--- src/rtl/mul.sv ---
// Iterative shift-and-add unsigned fixed-point multiplier.
// Retires one multiplier bit per clock; the result is held until the next start.
//
//  state  | meaning
//  -------+-----------------------------------------------------------
//  IDLE   | waiting for i_start; last result (if any) held on outputs
//  RUN    | one shift-add step per clock, WIDTH steps in total
module mul #(
    parameter int WIDTH = 8,
    parameter int FBITS = 0
) (
    input  logic                 i_clk,
    input  logic                 i_rst_n,
    input  logic                 i_start,
    output logic                 o_busy,
    output logic                 o_valid,
    output logic                 o_ovf,
    input  logic [WIDTH-1:0]     i_x,
    input  logic [WIDTH-1:0]     i_y,
    output logic [WIDTH-1:0]     o_p,
    output logic [2*WIDTH-1:0]   o_p_full
);

    localparam int CW = (WIDTH > 2) ? $clog2(WIDTH) : 1;
    localparam logic [CW-1:0] LAST = CW'(WIDTH - 1);

    localparam logic [0:0] S_IDLE = 1'b0;
    localparam logic [0:0] S_RUN  = 1'b1;

    logic [0:0]         state;
    logic [WIDTH-1:0]   mcand;
    logic [WIDTH-1:0]   mq;
    logic [WIDTH-1:0]   acc;
    logic [CW-1:0]      cnt;

    logic [WIDTH:0]     sum;
    logic [WIDTH-1:0]   acc_nxt;
    logic [WIDTH-1:0]   mq_nxt;
    logic [2*WIDTH-1:0] full_nxt;

    // The add carry lands in the accumulator MSB as {acc, mq} shifts right.
    always_comb begin
        sum      = {1'b0, acc} + {1'b0, (mq[0] ? mcand : {WIDTH{1'b0}})};
        acc_nxt  = sum[WIDTH:1];
        mq_nxt   = {sum[0], mq[WIDTH-1:1]};
        full_nxt = {acc_nxt, mq_nxt};
    end

    always_ff @(posedge i_clk or negedge i_rst_n) begin
        if (!i_rst_n) begin
            state    <= S_IDLE;
            mcand    <= '0;
            mq       <= '0;
            acc      <= '0;
            cnt      <= '0;
            o_busy   <= 1'b0;
            o_valid  <= 1'b0;
            o_ovf    <= 1'b0;
            o_p      <= '0;
            o_p_full <= '0;
        end else if (i_start) begin
            state   <= S_RUN;
            mcand   <= i_x;
            mq      <= i_y;
            acc     <= '0;
            cnt     <= '0;
            o_busy  <= 1'b1;
            o_valid <= 1'b0;
            o_ovf   <= 1'b0;
        end else if (state == S_RUN) begin
            acc <= acc_nxt;
            mq  <= mq_nxt;
            cnt <= cnt + 1'b1;
            if (cnt == LAST) begin
                state    <= S_IDLE;
                o_busy   <= 1'b0;
                o_valid  <= 1'b1;
                o_p_full <= full_nxt;
                o_p      <= full_nxt[WIDTH+FBITS-1:FBITS];
                o_ovf    <= |full_nxt[2*WIDTH-1:WIDTH+FBITS];
            end
        end
    end

endmodule

--- config.mk ---
export PLATFORM = sky130hd
export DESIGN_NAME = mul
export DESIGN_NICKNAME = d
export VERILOG_FILES = /design/src/rtl/mul.sv
export SDC_FILE = /design/constraint.sdc
export NUM_CORES = 1
export LEC_CHECK = 0
export ABC_AREA = 1
export BUFFER_PORTS_ARGS = -buffer_cell sky130_fd_sc_hd__buf_2
export CORE_AREA = 4 4 71 73
export CTS_CLUSTER_SIZE = 25
export DETAILED_ROUTE_END_ITERATION = 8
export DIE_AREA = 0 0 75 77
export PLACE_DENSITY = 0.77
export SYNTH_ARGS = -nofsm -noshare
export SYNTH_HDL_FRONTEND = slang
export SYNTH_SLANG_ARGS = --single-unit
--- constraint.sdc ---
create_clock -name i_clk -period 2.25 [get_ports i_clk]
set_clock_uncertainty 0.05 [all_clocks]
set_input_delay 0.225 -clock i_clk [delete_from_list [all_inputs] [get_ports i_clk]]
set_output_delay 0.225 -clock i_clk [all_outputs]
set_load 0.02 [all_outputs]
==> results by stage, run 1 <==
Synthesis:
- A synthesized cell averages 8.09 um^2.
- The net count of the mapped netlist is 318.
- The number of unique standard cell types used by synthesis is 24.
- The synthesis-stage register bit count is 47.
- The post-synthesis instance area is 2330 um^2.
- The post-synthesis instance total is 288.
- The part of the Yosys area used for sequential elements is 0.505.
- The Yosys warning count is 0.

Drt:
- After detailed routing, the average wire length per cell comes to 12.5 um.
- The routed design has 4.76 mm of wire.
- Using the TritonRoute via totals, the vias-per-cell ratio works out to 4.88.
- The post-detailed-route count of antenna-violating nets is 0.
- The first-pass detailed-route iteration total is 5.
- After detailed routing, the number of remaining DRC violations is 0.
- For this block, the initial DRC count from the detailed router was 120.
- For this block, the via count after detailed routing is 1,863.

Placed design:
- Summed over all nets, the half-perimeter wirelength after detailed placement is 3.62 mm.
- The count of buffers added on input and output ports is 45.
- The post-placement cell count is 373.
- The placer congestion estimate is 0.870.
- The minimum setup slack after placement is 0.230 ns.

Timing:
- The actual slew at the worst max-slew pin is 0.543 ns.
- The least setup slack across all paths after layout is 0.241 ns.
- The share of the cycle needed by the critical path after routing is 0.893.
- Setup violations remaining at the end of the flow were counted as 0.
- The clock period could shrink to 2.01 ns.
- Setup repair after global routing left no endpoint under its margin.
- The relative max-transition margin is 0.638.
- In the final timing run, aggregate negative setup slack is 0 ns.
- The max-slew violation total from the final report came to 0.
- The upper clock frequency limit is 498 MHz.
- The count of final hold-check violations came to 0.

Die:
- The die outline height is 77 um.
- The full die area is 5780 um^2.
- The starting density of the core is 0.535.
- The cell row count is 24.
- The region available for standard cell placement spans 4350 um^2.
- The I/O pin count is 46.
- The horizontal die dimension is 75 um.

Cells and area:
- In the final layout, the share of cells above drive strength 1 is 0.191.
- In the final design database the tool counted 359 nets.
- The number of antenna diodes in the final layout is 0.
- The layout-stage area growth over the synthesis result is 13.6%.
- The number of non-filler instances in the completed layout is 382.
- The filler cells instantiated in the layout total 406.

Clocking:
- The clock sink total is 47.
- The clock root buffer is clkbuf_8.
- The buffer levels on the longest clock path is 2.
- After clock tree synthesis, the clock-pin slew on the worst setup and hold paths is 0.09 ns.
- Once the clock tree was built, the setup fixing pass inserted 0 buffers.
- The TritonCTS buffer count is 5.
- TritonCTS built the clock tree.
- The insertion delay of the later-clocked pin in the worst-skew pair is 0.31 ns.
- The maximum level of the CTS H-tree is 2.

Global routing:
- The global-route wire length before repair is 8.01 mm.
- The total global-route track usage is 0.178.
- The via count of the first global-routing pass was 1,731.
- The maximum number of pins on one net before global-route repair is 26.
- The number of antenna violations at the first check in global routing is 0.
- The total global routing overflow is 0.

Status:
- The run finished with clean final reports.

Setup path:
- The worst setup path is launched from a register.
- The worst setup path is of the reg2reg kind.
- STA puts the critical path data required time at 2.41 ns.
- The highest net fanout along the worst path is 9.
- In this run the register-to-register setup slack is 0.24 ns.
- The critical path arrival is 2.17 ns.
- The worst setup path is captured at a register.

Pwr:
- The leakage power is 1.54 nW.
- In this run the power density over the cells is 680 nW/um^2.
- The maximum ir drop on the vdd rail is 354 uV.
- Power comes to 1.80 mW.

Run:
- The max-capacitance violation count is 0.

Hold path:
- The min-delay analysis places its worst path in the category in2reg.
metrics by stage:
| step | hold slack [ns] | util | instance area [um^2] |
|---|---|---|---|
| 2_1_floorplan | -0.121 | - | 2330 |
| 3_3_place_gp | 0.187 | 0.585 | 2550 |
| 3_5_place_dp | 0.197 | 0.585 | 2550 |
| 4_1_cts | 0.0536 | 0.608 | 2650 |
| 5_1_grt | 0.0595 | 0.608 | 2650 |
| 6_report | 0.0559 | 0.608 | 2650 |
power by group:
group | internal, mW | total, mW | switching (mW)
registers | 0.912 | 0.958 | 0.0455
logic | 0.120 | 0.330 | 0.210
clock network | 0.223 | 0.513 | 0.290
layout by cell type, fill, tap and decap left out, types with 2 or more instances in the layout:
master and instances:
nand3_1 18, a22o_1 2, a21oi_1 4, o21ai_1 11, nor2_2 2, buf_2 45, clkbuf_8 5, buf_4 4
o21ai_0 10, nand2_1 125, dfrtp_1 46, ha_1 10, inv_1 24, nor2_1 8, xor2_1 2
sequential cells by signal (all words and copies together) (netlist names):
register and flops:
state 1, o_p 7, acc 8, o_valid 1
o_busy 1, mcand 8, cnt 3, mq 8
o_p_full 9, o_ovf 1
cells by family after synthesis:
logic type / synth area share
buffers and inverters: 0.0859
XOR/XNOR: 0.00752
adder cells (fa/ha/maj): 0.0623
AO/OA/AOI/OAI: 0.0612
flip-flops: 0.505
AND/OR/NAND/NOR: 0.278
Yosys cell counts, drive strengths merged:
library cell  instances  area [um^2]
nand2               126          475
dfrtp                47         1180
inv                  25         93.8
o21ai                21          105
nand3                18         90.1
buf                  14         95.1
nor2                 11         53.8
ha                   10          125
a21oi                 4         20.0
a22o                  2         17.5
clkbuf                2         7.51
or2                   2         15.0
xor2                  2         17.5
clkinv                1         3.75
fa                    1         20.0
nand3b                1         7.51
nand4                 1         6.26
worst paths after layout:
check | from | endpoint | cells after the start
setup / recovery | mq[0]$_DFFE_PN0P_ | o_ovf$_DFFE_PN0P_ | 11
hold / removal | i_x[0] | mcand[0]$_DFFE_PN0P_ | 3
setup reg to reg | mq[0]$_DFFE_PN0P_ | o_ovf$_DFFE_PN0P_ | 11
hold reg to reg | mcand[4]$_DFFE_PN0P_ | mcand[4]$_DFFE_PN0P_ | 2
max in group asynchronous | i_rst_n | acc[4]$_DFFE_PN0P_ | 3
min in group asynchronous | i_rst_n | mq[1]$_DFFE_PN0P_ | 2
worst max-delay path, cell delays in order, from the launching register on:
cell and delay [ns]:
dfrtp_2 0.47, nand2_1 0.08, inv_1 0.04, ha_1 0.19, fa_1 0.42, nand3_1 0.11, nand3_1 0.10, xor2_1 0.17
nor2_1 0.10, nand3_1 0.08, nand2_1 0.06, nand2_1 0.04
what timing repair did:
item | in CTS | in global routing
endpoints found under the hold margin | 23 | 0
gates resized for setup | 0 | 1
setup endpoints to repair | 0 | 1
hold buffers | 1 | 0
cell type report:
type | count | area [um^2] | share of cell area
Inverter | 26 | 97.6 | 0.0369
Timing Repair Buffer | 50 | 265 | 0.100
Sequential cell | 47 | 1180 | 0.445
Clock inverter | 2 | 16.3 | 0.00614
Clock buffer | 6 | 72.6 | 0.0274
Tap cell | 52 | 65.1 | 0.0246
Multi-Input combinational cell | 199 | 953 | 0.360
metal layers:
metal | vias up | part of all wire | GRT usage
met5 | - | 0 | 0
met4 | 0 | 0.017 | 0.0676
met3 | 6 | 0.045 | 0.0484
met2 | 44 | 0.47 | 0.268
met1 | 840 | 0.47 | 0.241
li1 | 973 | - | -
Power figures use the tool's default switching activity.
==> run 2: changes to the inputs <==
--- a/config.mk
+++ b/config.mk
@@ -7,11 +7,11 @@
 export LEC_CHECK = 0
 export ABC_AREA = 1
 export BUFFER_PORTS_ARGS = -buffer_cell sky130_fd_sc_hd__buf_2
-export CORE_AREA = 4 4 71 73
+export CORE_AREA = 4 4 68 70
 export CTS_CLUSTER_SIZE = 25
 export DETAILED_ROUTE_END_ITERATION = 8
-export DIE_AREA = 0 0 75 77
-export PLACE_DENSITY = 0.77
+export DIE_AREA = 0 0 72 74
+export PLACE_DENSITY = 0.83
 export SYNTH_ARGS = -nofsm -noshare
 export SYNTH_HDL_FRONTEND = slang
 export SYNTH_SLANG_ARGS = --single-unit
==> constraint.sdc (replaced) <==
create_clock -name i_clk -period 2.36 [get_ports i_clk]
set_clock_uncertainty 0.05 [all_clocks]
set_input_delay 0.236 -clock i_clk [delete_from_list [all_inputs] [get_ports i_clk]]
set_output_delay 0.236 -clock i_clk [all_outputs]
set_load 0.02 [all_outputs]
==> results by stage, run 2 (synthesized netlist as in run 1, its figures left out) <==
Drt:
- The number of DRC violations after detailed-routing iteration 0 is 98 (was 120).
- The total wirelength of the detailed-routed design is 4.65 mm (was 4.76 mm).
- The average routed wire per standard cell came to 12.3 um (was 12.5 um).
- The ratio of routed vias to standard cells came to 4.99 (was 4.88).
- The via count is 1,887 (was 1,863).
- The post-detailed-route count of antenna-violating nets is 0 (unchanged).
- The first-pass detailed-route iteration total is 4 (was 5).
- The total DRC errors in the routed layout is 0 (unchanged).

Clocking:
- The buffer levels on the longest clock path is 2 (unchanged).
- The TritonCTS buffer count is 5 (unchanged).
- The clock sink total came to 47 (unchanged).
- The clock tree from TritonCTS was built (unchanged).
- The insertion delay of the later-clocked pin in the worst-skew pair came to 0.30 ns (was 0.31 ns).
- The clock root buffer is clkbuf_8 (unchanged).
- The clock transition at the registers of the reported paths is 0.09 ns (about the same).
- The maximum level of the CTS H-tree is 2 (unchanged).

Timing:
- The relative max-transition margin is 0.485 (was 0.638).
- The actual slew at the worst max-slew pin is 0.771 ns (was 0.543 ns).
- The max-slew violation total from the final report is 0 (unchanged).
- The count of final setup violators came to 0 (unchanged).
- The upper clock frequency limit was 483 MHz (was 498 MHz).
- The final critical-path required period is 2.07 ns (was 2.01 ns).
- The setup TNS came to 0 ns (unchanged).
- Setup repair after global routing missed its margin: false (unchanged).
- The share of the cycle needed by the critical path after routing is 0.877 (was 0.893).
- The count of final hold-check violations was 0 (unchanged).

Setup path:
- The type of element launching the critical path is a register (unchanged).
- The endpoint kind of the worst setup timing path was a register (unchanged).
- The endpoint required time on the critical path came to 2.51 ns (was 2.41 ns).
- The path type of the worst setup path was reg2reg (unchanged).
- The highest net fanout along the worst path came to 9 (unchanged).
- The critical path arrival came to 2.22 ns (was 2.17 ns).

Global routing:
- The number of antenna violations at the first check in global routing came to 0 (unchanged).
- The total global routing overflow is 0 (unchanged).
- The total global-route track usage is 0.204 (was 0.178).
- The global-route wire length before repair is 8.47 mm (was 8.01 mm).
- The via count of the first global-routing pass was 1,902 (was 1,731).
- The maximum number of pins on one net before global-route repair is 48 (was 26).

Run:
- The max-capacitance violation count came to 0 (unchanged).

Cells and area:
- The layout-stage area growth over the synthesis result is 15.3% (was 13.6%).
- The proportion of layout cells with a drive suffix above 1 is 0.183 (was 0.191).
- The number of antenna cells inserted is 0 (unchanged).
- The register with the most flip-flops is o_p_full (unchanged).
- The flip-flop count of the largest register, all copies and words added came to 9 (unchanged).
- The most common library cell in the layout ignoring fill and taps is nand2_1 (unchanged).
- The number of nets in the layout is 357 (was 359).
- The final design area excluding fillers was 2690 um^2 (was 2650 um^2).
- Commonest non-fill, non-tap cells in the layout: nand2_1, dfrtp_1, buf_2, inv_1, nand3_1 (unchanged).

Hold path:
- The type of the most critical hold path is in2reg (unchanged).

Placed design:
- The half-perimeter wire length after detailed placement is 3.46 mm (was 3.62 mm).
- The standard cell area after detailed placement is 2540 um^2 (was 2550 um^2).
- The number of buffers inserted by port buffering is 45 (unchanged).
- The placer congestion estimate is 0.840 (was 0.870).

Die:
- The starting density of the core is 0.587 (was 0.535).
- The die outline height is 74 um (was 77 um).
- The placeable core region came to 3970 um^2 (was 4350 um^2).
- The cell row count was 23 (was 24).
- The I/O pin count is 46 (unchanged).
- The horizontal die dimension is 72 um (was 75 um).
- The full die area is 5330 um^2 (was 5780 um^2).

Pwr:
- The maximum ir drop on the vdd rail is 437 uV (was 354 uV).
- The cell area power density is 712 nW/um^2 (was 680 nW/um^2).
- The overall power after layout came to 1.91 mW (was 1.80 mW).
- The leakage power was 1.56 nW (was 1.54 nW).

Status:
- Result of the run: complete, no violations (unchanged).
==> run 2: worst max-delay path: stages (launching register included) <==
cell	delay [ns]
dfrtp_1	0.47
nand2_1	0.10
inv_1	0.04
ha_1	0.19
fa_1	0.42
nand3_1	0.11
nand3_1	0.10
nand2_1	0.08
nand3_1	0.10
nor2_1	0.11
nand3_1	0.09
nand2_1	0.07
nand2_1	0.05
==> run 2: repair_timing <==
item                                   4_1_cts  5_1_grt
resized for setup                            0        0
hold buffers                                 1        0
setup buffers                                0        0
endpoints found under the hold margin       47        0
==> run 2: worst paths after layout <==
path,startpoint,endpoint,slack [ns],cells past startpoint
min in group asynchronous,i_rst_n,mq[1]$_DFFE_PN0P_,0.38,3
max in group asynchronous,i_rst_n,acc[4]$_DFFE_PN0P_,1.64,3
hold reg to reg,mcand[7]$_DFFE_PN0P_,mcand[7]$_DFFE_PN0P_,0.43,2
hold / removal,i_x[6],mcand[6]$_DFFE_PN0P_,0.08,3
setup reg to reg,mq[0]$_DFFE_PN0P_,o_ovf$_DFFE_PN0P_,0.29,12
setup / recovery,mq[0]$_DFFE_PN0P_,o_ovf$_DFFE_PN0P_,0.29,12
==> run 2: through the flow <==
stage | hold slack [ns] | setup slack, ns | instances | utilization
2_1_floorplan | -0.110 | 0.398 | 288 | -
3_3_place_gp | 0.184 | 0.370 | 369 | 0.640
3_5_place_dp | 0.188 | 0.296 | 369 | 0.640
4_1_cts | 0.0720 | 0.278 | 378 | 0.676
5_1_grt | 0.0842 | 0.0297 | 378 | 0.676
6_report | 0.0831 | 0.289 | 378 | 0.676
==> run 2: cell type report <==
cell class              count  area (um^2)
fillers                   330         1290
inverters                  26         97.6
clock buffers               6         72.6
repair buffers             48          263
clock inverters             2         60.1
well taps                  50         62.6
multi-input cells         199          953
flip-flops and latches     47         1180
==> run 2: power by group <==
| part | internal [mW] | total, mW | switching (mW) |
|---|---|---|---|
| clock network | 0.423 | 0.683 | 0.260 |
| logic | 0.116 | 0.316 | 0.200 |
| registers | 0.870 | 0.912 | 0.0428 |
==> run 2: routing by layer <==
layer / GRT usage / vias to the layer above / wire length (um)
li1: - / 974 / -
met1: 0.263 / 857 / 2130
met2: 0.337 / 51 / 2180
met3: 0.0446 / 5 / 293
met4: 0.0835 / 0 / 46
met5: 0 / - / 0
==> run 3: changes to the inputs <==
--- a/config.mk
+++ b/config.mk
@@ -7,11 +7,11 @@
 export LEC_CHECK = 0
 export ABC_AREA = 1
 export BUFFER_PORTS_ARGS = -buffer_cell sky130_fd_sc_hd__buf_2
-export CORE_AREA = 4 4 68 70
+export CORE_AREA = 4 4 77 79
 export CTS_CLUSTER_SIZE = 25
 export DETAILED_ROUTE_END_ITERATION = 8
-export DIE_AREA = 0 0 72 74
-export PLACE_DENSITY = 0.83
+export DIE_AREA = 0 0 81 83
+export PLACE_DENSITY = 0.66
 export SYNTH_ARGS = -nofsm -noshare
 export SYNTH_HDL_FRONTEND = slang
 export SYNTH_SLANG_ARGS = --single-unit
==> results by stage, run 3 (synthesized netlist as in run 1, its figures left out) <==
Timing:
- The setup TNS is 0 ns (unchanged).
- The actual slew at the worst max-slew pin is 0.439 ns (was 0.771 ns).
- The least setup slack across all paths after layout is 0.294 ns (was 0.289 ns).
- Setup repair after global routing missed its margin: false (unchanged).
- The final critical-path required period is 2.07 ns (about the same).
- The upper clock frequency limit is 484 MHz (was 483 MHz).
- The count of final setup violators is 0 (unchanged).
- The share of the cycle needed by the critical path after routing is 0.876 (was 0.877).
- The count of final hold-check violations is 0 (unchanged).
- The max-slew violation total from the final report came to 0 (unchanged).
- The relative max-transition margin was 0.707 (was 0.485).

Drt:
- The first-pass detailed-route iteration total is 4 (unchanged).
- The total DRC errors in the routed layout is 0 (unchanged).
- The ratio of routed vias to standard cells is 4.62 (was 4.99).
- The number of DRC violations after detailed-routing iteration 0 is 116 (was 98).
- The average routed wire per standard cell is 12.0 um (was 12.3 um).
- The post-detailed-route count of antenna-violating nets came to 0 (unchanged).
- The via count was 1,859 (was 1,887).
- The total wirelength of the detailed-routed design came to 4.84 mm (was 4.65 mm).

Cells and area:
- The proportion of layout cells with a drive suffix above 1 came to 0.188 (was 0.183).
- Commonest non-fill, non-tap cells in the layout: nand2_1, dfrtp_1, buf_2, inv_1, nand3_1 (unchanged).
- The flip-flop count of the largest register, all copies and words added came to 9 (unchanged).
- The layout-stage area growth over the synthesis result is 14.9% (was 15.3%).
- The most common library cell in the layout ignoring fill and taps is nand2_1 (unchanged).
- The register with the most flip-flops is o_p_full (unchanged).
- The number of non-filler instances in the completed layout is 402 (was 378).
- The number of antenna cells inserted is 0 (unchanged).
- The number of nets in the layout came to 359 (was 357).

Setup path:
- The depth of the worst register-to-register path is 11 (was 12).
- The highest net fanout along the worst path came to 9 (unchanged).
- The path type of the worst setup path was reg2reg (unchanged).
- The endpoint required time on the critical path is 2.51 ns (about the same).
- The setup slack of the worst register-to-register path was 0.29 ns (about the same).
- The library cell contributing the largest single delay on the critical path was dfrtp_1 (unchanged).
- The critical path's largest stage delay is 0.48 ns (was 0.47 ns).
- Cells along the critical path: nand2_1 -> inv_1 -> ha_1 -> fa_1 -> nand3_1 -> nand3_1 -> xor2_1 -> nor2_1 -> nand3_1 -> nand2_1 -> nand2_1 (was nand2_1 -> inv_1 -> ha_1 -> fa_1 -> nand3_1 -> nand3_1 -> nand2_1 -> nand3_1 -> nor2_1 -> nand3_1 -> nand2_1 -> nand2_1).
- The critical path arrival was 2.21 ns (was 2.22 ns).
- The start of the worst register-to-register path is mq[0]$_DFFE_PN0P_ (unchanged).
- The end of the worst register-to-register path is o_ovf$_DFFE_PN0P_ (unchanged).
- The type of element launching the critical path is a register (unchanged).
- The endpoint kind of the worst setup timing path is a register (unchanged).

Clocking:
- The insertion delay of the later-clocked pin in the worst-skew pair is 0.30 ns (about the same).
- The clock transition at the registers of the reported paths is 0.08 ns (was 0.09 ns).
- The number of buffers inserted by hold repair at cts is 1 (unchanged).
- The maximum level of the CTS H-tree is 2 (unchanged).
- The number of gates resized after cts came to 0 (unchanged).
- The post-CTS setup buffer count is 0 (unchanged).
- The clock root buffer is clkbuf_8 (unchanged).
- The clock tree from TritonCTS was built (unchanged).
- The TritonCTS buffer count is 5 (unchanged).
- The clock sink total is 47 (unchanged).
- The buffer levels on the longest clock path came to 2 (unchanged).

Hold path:
- The end of the worst hold path is mcand[4]$_DFFE_PN0P_ (was mcand[6]$_DFFE_PN0P_).
- The type of the most critical hold path is in2reg (unchanged).
- The hold path depth is 3 (unchanged).
- The startpoint of the worst hold path is i_x[4] (was i_x[6]).

Placed design:
- The half-perimeter wire length after detailed placement is 3.77 mm (was 3.46 mm).
- The number of buffers inserted by port buffering is 45 (unchanged).
- The placer congestion estimate is 0.898 (was 0.840).
- The minimum setup slack after placement is 0.318 ns (was 0.296 ns).
- The post-placement cell count is 393 (was 369).

Die:
- The horizontal die dimension is 81 um (was 72 um).
- The I/O pin count was 46 (unchanged).
- The starting density of the core is 0.436 (was 0.587).
- The full die area is 6720 um^2 (was 5330 um^2).
- The cell row count is 27 (was 23).
- The die outline height is 83 um (was 74 um).
- The placeable core region is 5340 um^2 (was 3970 um^2).

Status:
- Result of the run: complete, no violations (unchanged).

Pwr:
- The cell area power density is 646 nW/um^2 (was 712 nW/um^2).
- The leakage power is 1.55 nW (was 1.56 nW).
- The maximum ir drop on the vdd rail was 328 uV (was 437 uV).

Global routing:
- The number of antenna violations at the first check in global routing came to 0 (unchanged).
- The maximum number of pins on one net before global-route repair is 22 (was 48).
- The total global-route track usage is 0.161 (was 0.204).
- The total global routing overflow is 0 (unchanged).
- The global-route wire length before repair was 8.47 mm (about the same).
- The via count of the first global-routing pass was 1,772 (was 1,902).

Run:
- The max-capacitance violation count is 0 (unchanged).
==> run 3: per-layer routing <==
layer / vias to the layer above / global-route usage / routed length [um]
li1: 976 / - / -
met1: 835 / 0.223 / 2330
met2: 42 / 0.242 / 2210
met3: 6 / 0.0380 / 212
met4: 0 / 0.0614 / 80
met5: - / 0 / 0
==> run 3: power breakdown <==
part           internal [mW]  switching (mW)  total (mW)
combinational          0.114           0.199       0.313
sequential             0.869          0.0429       0.912
clock                  0.240           0.264       0.504
==> run 3: area by class of cell <==
cell class	instances	area [um^2]
clock inverters	1	8.76
clock buffers	7	86.3
fillers	535	2660
inverters	26	97.6
multi-input cells	199	953
well taps	72	90.1
repair buffers	50	265
flip-flops and latches	47	1180
==> run 3: stage by stage <==
step / cell area, um^2 / total power [mW] / utilization / hold WS, ns
after detailed placement: 2570 / 1.24 / 0.482 / 0.125
after CTS: 2680 / 1.76 / 0.502 / 0.0703
after global placement: 2570 / 1.24 / 0.482 / 0.121
after global routing: 2680 / 1.84 / 0.502 / 0.0726
after floorplan: 2330 / 1.14 / - / -0.110
final: 2680 / 1.73 / 0.502 / 0.0828
==> run 3: worst max path at each step <==
stage | cells after the start | end | slack, ns | from
6_report | 11 | o_ovf$_DFFE_PN0P_ | 0.29 | mq[0]$_DFFE_PN0P_
5_1_grt | 12 | o_ovf$_DFFE_PN0P_ | 0.11 | mq[0]$_DFFE_PN0P_
3_3_place_gp | 11 | o_ovf$_DFFE_PN0P_ | 0.37 | mq[0]$_DFFE_PN0P_
3_5_place_dp | 12 | o_ovf$_DFFE_PN0P_ | 0.32 | mq[0]$_DFFE_PN0P_
4_1_cts | 11 | o_ovf$_DFFE_PN0P_ | 0.30 | mq[0]$_DFFE_PN0P_
2_1_floorplan | 13 | o_ovf$_DFFE_PN0P_ | 0.40 | mq[0]$_DFFE_PN0P_
==> run 3: worst max-delay path, delay by kind of cell, from the launching register on <==
family / cells / cell delay (ns)
fa+ha+maj: 2 / 0.61
xor+xnor: 1 / 0.18
simple gates: 7 / 0.60
buf+inv: 1 / 0.04
flops: 1 / 0.48
